[src/rtl/noc_route_pkg.sv]
// noc_route_pkg: shared port indices, route-client state encoding and route-field decode.
package noc_route_pkg;
    localparam int P_LOCAL = 0;
    localparam int P_XPOS  = 1;
    localparam int P_XNEG  = 2;
    localparam int P_YPOS  = 3;
    localparam int P_YNEG  = 4;
    localparam logic [4:0] L_MASK = 5'b00001;
    localparam logic [4:0] X_MASK = 5'b00110;
    localparam logic [4:0] Y_MASK = 5'b11000;

    typedef enum logic [1:0] {IDLE, RC_WAIT, SEL, ACTIVE} state_t;

    typedef struct packed {
        logic [4:0] prod;
        logic       illegal;
    } route_dec_t;

    // An 11 field is illegal and behaves as "no hop" in that dimension.
    function automatic route_dec_t route_decode(input logic [1:0] x, input logic [1:0] y);
        route_dec_t d;
        d.prod          = '0;
        d.prod[P_XPOS]  = x == 2'b01;
        d.prod[P_XNEG]  = x == 2'b10;
        d.prod[P_YPOS]  = y == 2'b01;
        d.prod[P_YNEG]  = y == 2'b10;
        d.prod[P_LOCAL] = (x == 2'b00 || x == 2'b11) && (y == 2'b00 || y == 2'b11);
        d.illegal       = x == 2'b11 || y == 2'b11;
        return d;
    endfunction
endpackage

[src/rtl/route_port_sel.sv]
// route_port_sel: picks one credited productive port, breaking X/Y ties with pref_y.
module route_port_sel
    import noc_route_pkg::*;
(
    input  logic [4:0] prod,
    input  logic [4:0] credit,
    input  logic       pref_y,
    output logic [4:0] out_req,
    output logic       both_xy
);
    logic [4:0] elig;
    logic       x_ok;
    logic       y_ok;

    // At most one port per dimension is productive, so masking yields one-hot.
    always_comb begin
        elig    = prod & credit;
        x_ok    = elig[P_XPOS] | elig[P_XNEG];
        y_ok    = elig[P_YPOS] | elig[P_YNEG];
        both_xy = x_ok & y_ok;
        out_req = elig[P_LOCAL] ? (elig & L_MASK) :
                  (y_ok && (!x_ok || pref_y)) ? (elig & Y_MASK) : (elig & X_MASK);
    end
endmodule

[src/rtl/route_request_ctrl.sv]
// route_request_ctrl: per-VC route-computation client with adaptive output port selection,
// locking the chosen port from allocator grant until the packet tail departs.
module route_request_ctrl
    import noc_route_pkg::*;
#(
    parameter int DEST_BITS = 4,
    parameter int PORTS     = 5
) (
    input  logic                 clk,
    input  logic                 rst,
    input  logic                 hd_valid,
    input  logic [DEST_BITS-1:0] hd_dest,
    output logic                 rc_req,
    output logic [DEST_BITS-1:0] rc_dest,
    input  logic                 rc_gnt,
    input  logic [DEST_BITS-1:0] g_route,
    input  logic [PORTS-1:0]     out_credit,
    output logic [PORTS-1:0]     out_req,
    input  logic                 out_gnt,
    output logic [PORTS-1:0]     out_port,
    input  logic                 flit_fire,
    input  logic                 flit_tail,
    output logic                 route_err
);
    localparam int H = DEST_BITS / 2;

    state_t               state;
    logic [DEST_BITS-1:0] route_q;
    logic                 pref_y;
    route_dec_t           dec;
    logic [PORTS-1:0]     sel_req;
    logic                 both_xy;

    assign dec     = route_decode(route_q[1:0], route_q[H +: 2]);
    assign out_req = (state == SEL) ? sel_req : '0;

    route_port_sel u_sel (
        .prod    (dec.prod),
        .credit  (out_credit),
        .pref_y  (pref_y),
        .out_req (sel_req),
        .both_xy (both_xy)
    );

    // rc_dest doubles as the captured head destination.
    always_ff @(posedge clk) begin
        if (rst) begin
            state     <= IDLE;
            rc_req    <= 1'b0;
            rc_dest   <= '0;
            route_q   <= '0;
            out_port  <= '0;
            pref_y    <= 1'b0;
            route_err <= 1'b0;
        end else begin
            case (state)
                IDLE: if (hd_valid) begin
                    rc_dest <= hd_dest;
                    rc_req  <= 1'b1;
                    state   <= RC_WAIT;
                end
                RC_WAIT: if (rc_gnt) begin
                    route_q <= g_route;
                    rc_req  <= 1'b0;
                    state   <= SEL;
                end
                SEL: begin
                    route_err <= route_err | dec.illegal;
                    if (out_gnt && |out_req) begin
                        out_port <= out_req;
                        pref_y   <= pref_y ^ both_xy;
                        state    <= ACTIVE;
                    end
                end
                ACTIVE: if (flit_fire && flit_tail) begin
                    out_port <= '0;
                    state    <= IDLE;
                end
                default: state <= IDLE;
            endcase
        end
    end
endmodule

[config.mk]
export PLATFORM = sky130hd
export DESIGN_NAME = route_request_ctrl
export DESIGN_NICKNAME = d
export VERILOG_FILES = /design/src/rtl/noc_route_pkg.sv /design/src/rtl/route_port_sel.sv /design/src/rtl/route_request_ctrl.sv
export SDC_FILE = /design/constraint.sdc
export NUM_CORES = 1
export LEC_CHECK = 0
export ABC_AREA = 1
export BUFFER_PORTS_ARGS = -buffer_cell sky130_fd_sc_hd__clkbuf_2
export CORE_AREA = 4 4 57 59
export DETAILED_ROUTE_END_ITERATION = 8
export DIE_AREA = 0 0 61 63
export PLACE_DENSITY = 0.63
export REMOVE_ABC_BUFFERS = 1
export SLEW_MARGIN = 20
export SYNTH_ARGS = -nofsm -noshare
export SYNTH_HDL_FRONTEND = slang
export SYNTH_SLANG_ARGS = --single-unit
[constraint.sdc]
create_clock -name clk -period 2.4 [get_ports clk]
set_input_delay 0 -clock clk [delete_from_list [all_inputs] [get_ports clk]]
set_output_delay 0 -clock clk [all_outputs]
set_load 0.005 [all_outputs]
==> flow_results.org, run 1 <==
** Finish
- Fraction of layout cells with a size suffix above 1 :: 0.297
- The finished cells cover around 1400 µm².
- Area taken by flip-flops and latches :: ~360 µm²
- Area occupied by multi-input gates :: 646 µm²
- Number of antenna repair diodes :: 0
- Number of nets in the finished design :: between 200 and 250
- The area growth from synthesis to layout is 26.4%.
- Counting the fill cells in the layout gives between 200 and 300.

** Run status
- Outcome :: completed

** Global routing
- The number of antenna violations at the first check in global routing is 0.
- Entering global routing, the biggest net connects 16 pins.
- GR Util met2 :: 0.237
- Met1 capacity usage during global routing :: 0.184
- After global routing the overflow that remains totals 0.
- In the global route stage, met3 resource usage came out at 0.0434.
- Grt peak-use layer :: met2
- Global-route wire length before repair :: roughly 4300 µm
- The number of global-route vias before repair is between 900 and 1000.
- In the global route stage, overall resource usage came out at 0.143.

** Synthesis
- Among all flip-flop cells after synthesis, the most frequent one is sky130_fd_sc_hd__dfxtp_1.
- By area the synthesized netlist is led by sky130_fd_sc_hd__dfxtp_1, sky130_fd_sc_hd__ha_1, sky130_fd_sc_hd__inv_1, sky130_fd_sc_hd__nand2_1, sky130_fd_sc_hd__nor2_1.
- The cell count after synthesis came out at approximately 160.
- The commonest cells after synthesis are sky130_fd_sc_hd__inv_1, sky130_fd_sc_hd__nand2_1, sky130_fd_sc_hd__nor2_1.
- Synth Cell Area :: between 1000 and 1500 µm²
- After synthesis, the largest family of logic cells by area is simple AND/OR/NAND/NOR gates.
- Of all cell types, the one taking the most synthesized area is sky130_fd_sc_hd__dfxtp_1.
- Flip-flop and latch count after synthesis :: 18
- Of the total synthesized cell area, the portion taken by XOR and XNOR cells is 0.
- Portion of netlist area occupied by mux cells :: 0
- Yosys mapped a number of flops with a built-in enable equal to 0.
- Post-synth ARST share :: 0
- Of the total synthesized cell area, the portion taken by full adders, half adders and majority gates is 0.110.
- Of the post-synthesis cell area, the dominant cell type holds 0.316.
- For this run, the register share of the synthesized area comes to 0.316.
- Per-instance average area after synthesis :: 7.21 µm²
- Of the total synthesized cell area, the portion taken by AND, OR, NAND and NOR gates is 0.355.
- The compound-cell area share of the yosys netlist was 0.102.
- Number of unique standard cell types used by synthesis :: 24
- For this run, the number of Yosys warnings is 0.

** Timing
- Final-report hold violation count :: 0
- Share of the clock period used by the worst path after layout :: 0.772
- Setup_tns :: 0 ns
- WHS :: roughly 0.012 ns
- Achievable Freq :: about 540 MHz
- Setup violations remaining at the end of the flow were counted as 0.
- The total count of max-transition violations in the final report came to 0.
- Worst max-slew margin expressed relative to the limit :: 0.721
- The clock period could shrink to 1.85 ns.
- Worst Max-Slew Pin Slew :: around 0.42 ns
- Unrepaired setup endpoints after global routing :: no
- For the final database, setup skew stands at 0.00177 ns.

** Setup path
- On the worst path, the slowest cell contributes a delay of 0.38 ns.
- Maximum fanout count along the critical path :: 9
- Setup slack, reg-to-reg :: 0.55 ns
- For the worst setup path, the data arrival time is just over 2 ns.
- The critical path is of the reg -> reg type.
- Sort of element at the end of the critical path :: flip-flop
- The critical path goes through inv_1 -> ha_1 -> nand2_1 -> inv_1 -> nand3_1 -> nand3_2 -> o21bai_4 -> nand2_4 -> nand3_4 -> nand2_1 -> inv_1 -> nor2_1.
- Data on the critical path is required at its endpoint by roughly 2.6 ns.
- Worst R2R Start :: state[0]
- Counting cells, the worst reg-to-reg path comes to 12.
- Crit path launch type :: flip-flop
- CP dominant cell by count :: sky130_fd_sc_hd__inv_1
- In this run the critical register-to-register path is captured at out_port[4].
- On the critical path, the stage with the largest delay is an instance of sky130_fd_sc_hd__dfxtp_1.

** Clocking
- After clock tree synthesis, the clock-pin slew on the worst setup and hold paths is roughly 0.090 ns.
- Clock tree synthesis found a total of 18 sinks.
- TritonCTS built the clock tree.
- Setup repair bufs after CTS :: 0
- Deepest clock path buffer count :: 2
- Clock tree synthesis inserted a total of 3 buffers.
- Root cell of the clock tree :: sky130_fd_sc_hd__clkbuf_4
- In this run the number of H-tree levels came out at 1.
- Insertion delay to the later sink of the worst-skew pair :: between 0.2 and 0.3 ns

** Power
- Power comes to about 1200 µW.
- Worst vdd rail ir drop :: ~660 µV
- Of the total power, the share spent switching nets is 0.416.
- Pint :: roughly 680 µW
- Combinational Power Share :: 0.504
- In this run the static leakage power is ~0.00079 µW.
- Flop pwr share :: 0.373
- The share of total power dissipated in the clock network is 0.123.
- Power spent charging and discharging nets :: just under 500 µW
- Power spread over the standard cell area amounts to 812 nW/µm².

** Detailed routing
- Detailed routing inserted a total of around 1100 vias.
- Detailed-router iteration count before antenna repair :: 4
- In the routed layout, each cell is associated on average with a via count of ~4.7.
- The routed design has ~2500 µm of wire.
- Iteration-0 DRC Markers :: 44
- In the final routed layout, each cell accounts on average for 10.8 µm.
- Total DRC errors in the routed layout :: 0
- Remaining number of nets flagged by the antenna check after routing :: 0

** Die
- For this configuration, the core starts out at a cell density of 0.420.
- The initialized floorplan defines 19 standard-cell rows.
- Die height :: between 60 and 70 µm
- Total die area :: slightly below 4000 µm²
- Ports :: 36
- Placeable Area :: ~2700 µm²
- DIE WIDTH :: approximately 61 µm

** Placement
- Instance area at placement :: 1340 µm²
- Routability-driven placement finished with a final weighted congestion of slightly above 0.8.
- Port buffering added 35 buffers.
- Detailed placement finished with a half-perimeter wire length of just over 2000 µm.

** Worst hold path
- The path class of the tightest hold or removal check is in -> reg.
- The startpoint identified for the worst hold timing path is g_route[0].
- Counting instances, the worst hold path has a depth of 3.
- Worst-case hold path end point :: route_q[0]

** Job
- Number of maximum-capacitance violations :: 0
stage by stage:
| step | cells | utilization | worst slack [ns] |
|---|---|---|---|
| final | 233 | 0.531 | 0.548 |
| after global routing | 233 | 0.531 | 0.313 |
| after CTS | 233 | 0.531 | 0.521 |
| after detailed placement | 222 | 0.493 | 0.543 |
| after global placement | 222 | 0.493 | 0.597 |
| after floorplan | 156 | - | 0.757 |
cell families (layout without fill, tap and decap cells):
group / after synthesis / count (layout)
simple gates: 78 / 78
buf+inv: 33 / 77
flops: 18 / 18
compound gates: 19 / 19
fa+ha+maj: 10 / 10
registers in the layout (all words and copies together), names as in the netlist:
name       count
rc_req         1
out_port       5
rc_dest        4
pref_y         1
state          2
route_err      1
route_q        4
worst max-delay path by stage:
stage / from / endpoint / cells after the start / slack, ns
floorplan: route_q[0] / out_port[1] / 13 / 0.76
global placement: state[0] / out_port[1] / 11 / 0.60
detailed placement: state[0] / out_port[1] / 12 / 0.54
CTS: state[0] / out_port[1] / 12 / 0.52
global route: state[0] / out_port[2] / 12 / 0.31
finish: state[0] / out_port[4] / 12 / 0.55
routing by layer:
layer | vias up | part of all wire
met2 | 22 | 0.49
li1 | 576 | -
met4 | 0 | 0.0016
met3 | 2 | 0.056
met1 | 493 | 0.45
met5 | - | 0
worst max-delay path, delay by kind of cell (launching register included):
kind,cells,cell delay (ns)
buffers and inverters,3,0.18
AND/OR/NAND/NOR,7,0.66
adder cells (fa/ha/maj),1,0.34
AO/OA/AOI/OAI,1,0.18
flip-flops,1,0.38
repair_timing:
| item | CTS | global route |
|---|---|---|
| gates resized for setup | 0 | 0 |
| hold buffers | 8 | 0 |
| setup endpoints to repair | 0 | 0 |
| endpoints found under the hold margin | 9 | 0 |
cell type report:
cell class              count  share of cell area
repair buffers             43               0.177
inverters                  31              0.0809
multi-input cells         107               0.449
well taps                  31              0.0270
clock buffers               3              0.0157
flip-flops and latches     18               0.250
power by group through the flow:
stage	logic, µW	registers, µW	clock network (µW)
3_5_place_dp	579	446	0
3_3_place_gp	566	441	0
2_1_floorplan	414	444	0
4_1_cts	593	438	153
6_report	589	436	144
5_1_grt	679	449	162
cell usage in the layout, fill, tap and decap left out, types with 5 or more instances in the layout:
master and count:
sky130_fd_sc_hd__o21ai_0 10, sky130_fd_sc_hd__dlygate4sd3_1 8, sky130_fd_sc_hd__nand3_2 5, sky130_fd_sc_hd__nor2_1 20
sky130_fd_sc_hd__nand2_1 30, sky130_fd_sc_hd__a21oi_1 6, sky130_fd_sc_hd__dfxtp_1 18, sky130_fd_sc_hd__clkbuf_2 35
sky130_fd_sc_hd__inv_1 30, sky130_fd_sc_hd__ha_1 10, sky130_fd_sc_hd__nand2_2 7
Power figures use the tool's default switching activity.
==> run 2, diff against run 1 <==
Settings changed: PLACE_DENSITY 0.63 to 0.65.
Clock period 2.4 ns to 1.62 ns, I/O delays scaled along.
==> run 2 against run 1 <==
The flow now finishes with violations (setup timing). Hold slack improved by 0.0035 ns. Non-clock buffer count rose by 20. Register-to-register slack worse by 0.64 ns. Sequential power grew 53%. Clock skew grew 0.0024 ns. Routed wire length is 15% higher.
==> flow_results.org, run 2 (synthesized netlist as in run 1, its figures left out) <==
** Setup path
- Worst endpoint data arrival time :: 1.92 ns (-0.12 ns)
- The register-to-register path setup slack came to -0.1 ns (-0.64 ns).
- The worst register-to-register path begins at route_q[0].
- Worst reg-to-reg path cell count :: 13 (+1)
- The worst register-to-register path ends at out_port[1].
- Data required, critical path :: 1.82 ns (-0.77 ns)
- STA classifies the critical path startpoint as a flip-flop.
- Sort of element at the end of the critical path :: flip-flop
- The critical path is of the reg -> reg type.
- Maximum fanout count along the critical path :: 6 (-3)

** Finish
- Number of nets in the finished design :: 254 (+8.5%)
- Fraction of layout cells with a size suffix above 1 :: 0.486 (+0.189)
- Layout overhead on the synthesized area :: 51.4%
- Counting flops per register, the top entry is out_port.
- The number of flip-flops under the largest register name was 5 (unchanged).
- The fill cell total of the finished layout was 254 (-11%).
- The multi-input logic area came to 753 µm² (+17%).
- Final design utilization :: 0.636 (+0.105)
- The final design area excluding fillers is 1720 µm² (+20%).
- The number of diodes came to 0 (unchanged).
- Leaving out fill and tap cells, the most frequent cell in the layout is sky130_fd_sc_hd__clkbuf_2.
- In the final layout, the registers with the most flip-flops are out_port: 5 flops, rc_dest: 4 flops, route_q: 4 flops.
- In the layout the commonest cells are sky130_fd_sc_hd__clkbuf_2, sky130_fd_sc_hd__inv_1, sky130_fd_sc_hd__nand2_1.
- Post-route non-filler standard cell count :: 253 (+8.6%)
- The area taken by flip-flops and latches came to 370 µm² (+2.8%).

** Clocking
- The number of buffers created by CTS is 3 (unchanged).
- Clock input transition at the sequential cells of the worst setup and hold paths :: 0.10 ns (about the same)
- TritonCTS clock tree :: built
- Root cell of the clock tree :: sky130_fd_sc_hd__clkbuf_4
- Deepest clock path buffer count :: 2 (unchanged)
- The clock net sink count was 18 (unchanged).
- The later-pin clock latency in the skew report came to 0.30 ns (about the same).
- The maximum level of the CTS H-tree was 1 (unchanged).

** Detailed routing
- The average via count per standard cell came to 4.59 (-2.1%).
- The number of vias in the routed layout came to 1162 (+6.3%).
- Detailed-router iteration count before antenna repair :: 6 (+2)
- The number of DRC violations after detailed-routing iteration 0 came to 24 (-45%).
- Routed len/inst :: 11.5 µm (+6.0%)
- The number of antenna-violating nets in the routed design is 0 (unchanged).
- Total length of routed wires :: 2900 µm (+15%)
- Total DRC errors in the routed layout :: 0 (unchanged)

** Die
- Starting density of the core :: 0.420 (unchanged)
- Ports :: 36 (unchanged)
- DIE WIDTH :: 61 µm (unchanged)
- The die height is 63 µm (unchanged).
- Total die area :: 3840 µm² (unchanged)
- Number of placement rows :: 19 (unchanged)
- Placeable Area :: 2710 µm² (unchanged)

** Placement
- Instance area at placement :: 1430 µm² (+7.3%)
- The number of placed instances, taps included was 235 (+5.9%).
- The count of port buffers added during placement was 35 (unchanged).
- The final estimated routing congestion in global placement is 0.779 (-3.6%).
- Post-detailed-placement half-perimeter wirelength :: 2210 µm (+6.5%)

** Timing
- Min Tclk post-route :: 1.72 ns (-0.135 ns)
- The maximum operating frequency is 583 MHz (+7.9%).
- Final-report hold violation count :: 0 (unchanged)
- The period utilization was 1.06 (+0.288).
- Worst Max-Slew Pin Slew :: 0.412 ns (-0.00538 ns)
- Final Slew Violations :: 0 (unchanged)
- The final worst-path setup slack came to -0.0966 ns (-0.645 ns).
- Worst max-slew margin expressed relative to the limit :: 0.725 (+0.00359)
- Unrepaired setup endpoints after global routing :: yes
- The setup TNS after final layout was -0.627 ns (-0.627 ns).
- The worst clock skew was 0.00414 ns (+0.00237 ns).
- Setup Viol. Count Final :: 10 (+10)

** Run status
- Outcome :: finished with violations
- Violated checks :: setup timing

** Global routing
- The number of antenna violations at the first check in global routing came to 0 (unchanged).
- GRT Resource Usage Total :: 0.150 (+0.00776)
- The first-pass GRT wire length was 4530 µm (+4.8%).
- Largest net degree at the start of global routing :: 16 (unchanged)
- Overflow left after global routing :: 0 (unchanged)
- The number of global-route vias before repair came to 1085 (+9.3%).

** Power
- The static leakage came to 0.000887 µW (+13%).
- The maximum resistive drop on vdd is 906 µV (+38%).
- Power per unit of standard cell area :: 1180 nW/µm² (+45%)

** Job
- Number of maximum-capacitance violations :: 0 (unchanged)

** Worst hold path
- The worst hold path depth came to 3 (unchanged).
- The path with the worst hold slack has its endpoint at route_q[0].
- Worst hold-check path type :: in -> reg
- Startpoint of the tightest hold check path :: g_route[0]
-- run 2: changes by cell type in the layout (fill, tap and decap cells not counted), sizes merged --
cell         before  now
dlygate4sd3       8    9
buf               0   20
clkbuf           38   37
-- run 2: worst max-delay path by stage --
stage / depth (start not counted) / slack (ns) / startpoint / to
after floorplan: 13 / -0.02 / route_q[0] / out_port[1]
after global placement: 13 / -0.08 / route_q[2] / out_port[1]
after detailed placement: 13 / -0.16 / route_q[0] / out_port[4]
after CTS: 13 / -0.1 / route_q[0] / out_port[1]
after global routing: 13 / -0.20 / route_q[0] / out_port[1]
final: 13 / -0.1 / route_q[0] / out_port[1]
-- run 2: report_power, final --
group | total (µW) | leakage, µW | internal (µW) | switching [µW]
sequential | 666 | 0.000150 | 579 | 87.0
combinational | 1140 | 0.000723 | 519 | 623
clock | 225 | 0.0000138 | 86.7 | 138
-- run 2: metal layers --
layer,share of wire,vias up,track usage
met5,0,-,0
met3,0.052,2,0.0475
li1,-,619,-
met4,0.0059,0,0.0163
met2,0.53,26,0.261
met1,0.42,515,0.183
-- run 2: stage by stage --
stage               power, µW  setup WS (ns)  hold slack, ns
global placement         1570        -0.0828           0.236
detailed placement       1600         -0.162           0.238
global route             2210         -0.204          0.0347
finish                   2030        -0.0966          0.0155
CTS                      1940        -0.0993        0.000604
floorplan                1270        -0.0234          0.0624
-- run 2: critical path: stages, from the launching register on --
cell and delay, ns:
sky130_fd_sc_hd__dfxtp_4 0.39, sky130_fd_sc_hd__inv_4 0.04, sky130_fd_sc_hd__ha_4 0.27, sky130_fd_sc_hd__nand2_4 0.05
sky130_fd_sc_hd__nor2_4 0.11, sky130_fd_sc_hd__nor2_2 0.05, sky130_fd_sc_hd__nand2_2 0.07, sky130_fd_sc_hd__nand3_2 0.09
sky130_fd_sc_hd__o21bai_4 0.17, sky130_fd_sc_hd__nand2_4 0.10, sky130_fd_sc_hd__nand3_4 0.11, sky130_fd_sc_hd__nand2_1 0.06
sky130_fd_sc_hd__nand2_1 0.05, sky130_fd_sc_hd__nor2_1 0.04
-- run 2: timing repair --
item / in CTS / in global routing
gates cloned: 0 / 0
setup buffers: 5 / 2
gates resized for setup: 17 / 24
endpoints found under the hold margin: 9 / 1
setup endpoints to repair: 13 / 12
hold buffers: 8 / 1
pin swaps: 12 / 16
-- run 2: final cells by class --
cell class	instances	area share
Clock buffer	3	0.0131
Inverter	31	0.0704
Sequential cell	18	0.215
Multi-Input combinational cell	107	0.437
Tap cell	31	0.0225
Timing Repair Buffer	63	0.242
==> run 3, diff against run 2 <==
Settings changed: CORE_AREA 4 4 57 59 to 3 3 56 58, DIE_AREA 0 0 61 63 to 0 0 59 61, SKIP_LAST_GASP from default to 1.
==> run 3 against run 2 <==
The flow still finishes with violations (setup timing). Worst setup slack got worse by 0.010 ns. Fmax fell by 0.58%. Cell area rose by 0.51%. Hold slack improved by 0.0048 ns. Largest cell class unchanged. Non-clock buffer count did not move. Register-to-register slack barely moved.
==> flow_results.org, run 3 (synthesized netlist as in run 1, its figures left out) <==
** Run status
- Outcome :: finished with violations
- The final reports fail on setup timing.

** Power
- Switching power share of the total :: 0.407 (-0.0107)
- The ratio of total power to cell area is 1190 nW/µm² (+1.0%).
- Combinational Power Share :: 0.536 (-0.026)
- The share of total power in the clock network was 0.142 (+0.031).
- Power spent charging and discharging nets :: 839 µW (-1.1%)
- Leakage dissipation :: 0.000891 µW (+0.45%)
- The cell internal power dissipation was 1220 µW (+3.4%).
- The post-layout total power is 2060 µW (+1.5%).
- Flop pwr share :: 0.322 (-0.006)
- Worst vdd rail ir drop :: 838 µV (-7.4%)

** Die
- Starting density of the core :: 0.420 (unchanged)
- The number of ports placed on the die boundary was 36 (unchanged).
- The die height is 61 µm (-3.2%).
- Number of placement rows :: 19 (unchanged)
- The floorplan die area was 3600 µm² (-6.3%).
- DIE WIDTH :: 59 µm (-3.3%)
- The standard cell core area is 2710 µm² (unchanged).

** Setup path
- The arrival time at the worst endpoint came to 1.93 ns (about the same).
- The peak fanout along the critical path is 6 (unchanged).
- Sort of element at the end of the critical path :: flip-flop
- Crit path launch type :: flip-flop
- The data required time of the worst path is 1.83 ns (about the same).
- On the critical path, the stage with the largest delay is an instance of sky130_fd_sc_hd__dfxtp_4.
- Startpoint-to-endpoint class of the critical path :: reg -> reg
- The critical path goes through inv_4 -> ha_4 -> nand2_4 -> nor2_4 -> nor2_2 -> nand2_4 -> nand3_4 -> o21bai_4 -> nand2_4 -> nand3_4 -> nand2_1 -> nand2_1 -> nor2_1.
- The delay of the slowest cell on the worst path is 0.40 ns (about the same).
- Among the stages of the critical path, the cell type that occurs most often is sky130_fd_sc_hd__nand2_4.

** Finish
- The largest registers in the layout are out_port: 5 flops, rc_dest: 4 flops, route_q: 4 flops.
- The fraction of final layout cells sized beyond drive strength 1 is 0.466 (-0.0201).
- The number of flip-flops under the largest register name is 5 (unchanged).
- Leaving out fill and tap cells, the most frequent cells in the layout are sky130_fd_sc_hd__clkbuf_2, sky130_fd_sc_hd__nand2_1, sky130_fd_sc_hd__inv_1.
- Number of nets in the finished design :: 254 (unchanged)
- The multi-input logic area is 749 µm² (-0.50%).
- Ranked by flip-flop count, first place goes to out_port.
- The area taken by flip-flops and latches was 370 µm² (unchanged).
- From synthesis to final layout, the design area changed by 52.2%.
- Number of inserted filler cells in the final layout :: 242 (-4.7%)
- Most common cell after layout, fill and taps aside :: sky130_fd_sc_hd__clkbuf_2
- The number of diodes was 0 (unchanged).

** Detailed routing
- The average via count per standard cell is 4.62 (+0.63%).
- Total length of routed wires :: 2850 µm (-1.6%)
- The detailed-routing iteration count for the pre-antenna-repair pass came to 4 (-2).
- The post-detailed-route DRC marker count is 0 (unchanged).
- Routed len/inst :: 11.2 µm (-2.0%)
- The number of antenna-violating nets in the routed design came to 0 (unchanged).
- Total number of vias :: 1174 (+1.0%)
- The number of DRC violations after detailed-routing iteration 0 came to 29 (+21%).

** Timing
- The period utilization is 1.07 (+0.00619).
- Setup repair after global routing could not meet its margin everywhere.
- Min Tclk post-route :: 1.73 ns (+0.0100 ns)
- Worst clock skew :: 0.00785 ns (+0.00371 ns)
- Worst max-slew margin expressed relative to the limit :: 0.719 (-0.00604)
- The final count of hold timing violations is 0 (unchanged).
- Worst Max-Slew Pin Slew :: 0.422 ns (+0.00905 ns)
- Final Worst Setup Slack :: -0.107 ns (-0.0100 ns)
- Final Slew Violations :: 0 (unchanged)
- Achievable Freq :: 579 MHz (-0.58%)
- The final number of setup-violating endpoints is 10 (unchanged).

** Worst hold path
- In this run the worst hold path is classified as in -> reg.

** Clocking
- TritonCTS Sinks :: 18 (unchanged)
- Root cell of the clock tree :: sky130_fd_sc_hd__clkbuf_4
- TritonCTS built the clock tree.
- The clock transition at the register clock pins on the worst setup and hold paths after CTS was 0.12 ns (+0.02 ns).
- Number of buffers inserted during clock tree synthesis :: 3 (unchanged)
- The later-pin clock latency in the skew report came to 0.31 ns (about the same).
- The maximum level of the CTS H-tree came to 1 (unchanged).
- The maximum count of clock buffers along a single path is 2 (unchanged).

** Global routing
- The aggregate global-route resource usage was 0.163 (+0.0129).
- The overflow left after global routing is 0 (unchanged).
- Global-route wire length before repair :: 4430 µm (-2.3%)
- The number of antenna violations at the first check in global routing came to 0 (unchanged).
- Via count of the first global-routing pass :: 1045 (-3.7%)
- Largest net degree at the start of global routing :: 16 (unchanged)

** Placement
- Minimum setup slack after placement :: -0.155 ns (+0.00654 ns)
- The count of port buffers added during placement came to 35 (unchanged).
- The final estimated routing congestion in global placement was 0.784 (+0.56%).
- The post-detailed-placement half-perimeter wirelength was 2120 µm (-4.1%).

** Job
- Number of maximum-capacitance violations :: 0 (unchanged)
==> run 3: worst paths after layout <==
check	from	end	slack, ns	cells past startpoint
hold reg to reg	route_err	route_err	0.46	2
setup reg to reg	route_q[0]	out_port[1]	-0.11	13
setup / recovery	route_q[0]	out_port[1]	-0.11	13
hold / removal	hd_valid	rc_req	0.02	4
==> run 3: area by class of cell <==
class,instances,share of cell area
flip-flops and latches,18,0.214
multi-input cells,107,0.432
repair buffers,63,0.240
inverters,31,0.0700
well taps,31,0.0224
clock buffers,4,0.0209
==> run 3: worst max-delay path, delay by kind of cell (launching register included) <==
kind            cells  cell delay [ns]
compound gates      1             0.17
fa+ha+maj           1             0.28
buf+inv             1             0.05
flops               1             0.40
simple gates       10             0.72
==> run 3: layer usage <==
layer	vias to the layer above	track usage	wire length, µm
li1	621	-	-
met1	517	0.204	1260
met2	32	0.273	1440
met3	4	0.0340	119
met4	0	0.0680	31
met5	-	0	0
==> run 3: power by group through the flow <==
stage / registers, µW / clock network (µW) / logic (µW)
after global placement: 647 / 0 / 920
after floorplan: 657 / 0 / 613
after detailed placement: 654 / 0 / 941
after global routing: 682 / 324 / 1250
after CTS: 656 / 307 / 1010
final: 664 / 293 / 1110
==> run 3: through the flow <==
stage | instances | hold slack (ns) | setup TNS [ns] | utilization | instance area (µm²)
floorplan | 156 | 0.0624 | -0.0696 | - | 1120
global placement | 235 | 0.236 | -0.497 | 0.529 | 1430
detailed placement | 235 | 0.233 | -0.977 | 0.529 | 1430
CTS | 251 | 0.00758 | -0.944 | 0.602 | 1630
global route | 254 | 0.0359 | -1.93 | 0.639 | 1730
finish | 254 | 0.0203 | -0.696 | 0.639 | 1730
==> run 3: what timing repair did <==
action / 4_1_cts / 5_1_grt
resized for setup: 12 / 26
hold buffers: 10 / 0
hold endpoints to repair: 11 / 0
setup endpoints to repair: 13 / 13
pin swaps: 7 / 9
buffers inserted: 2 / 3
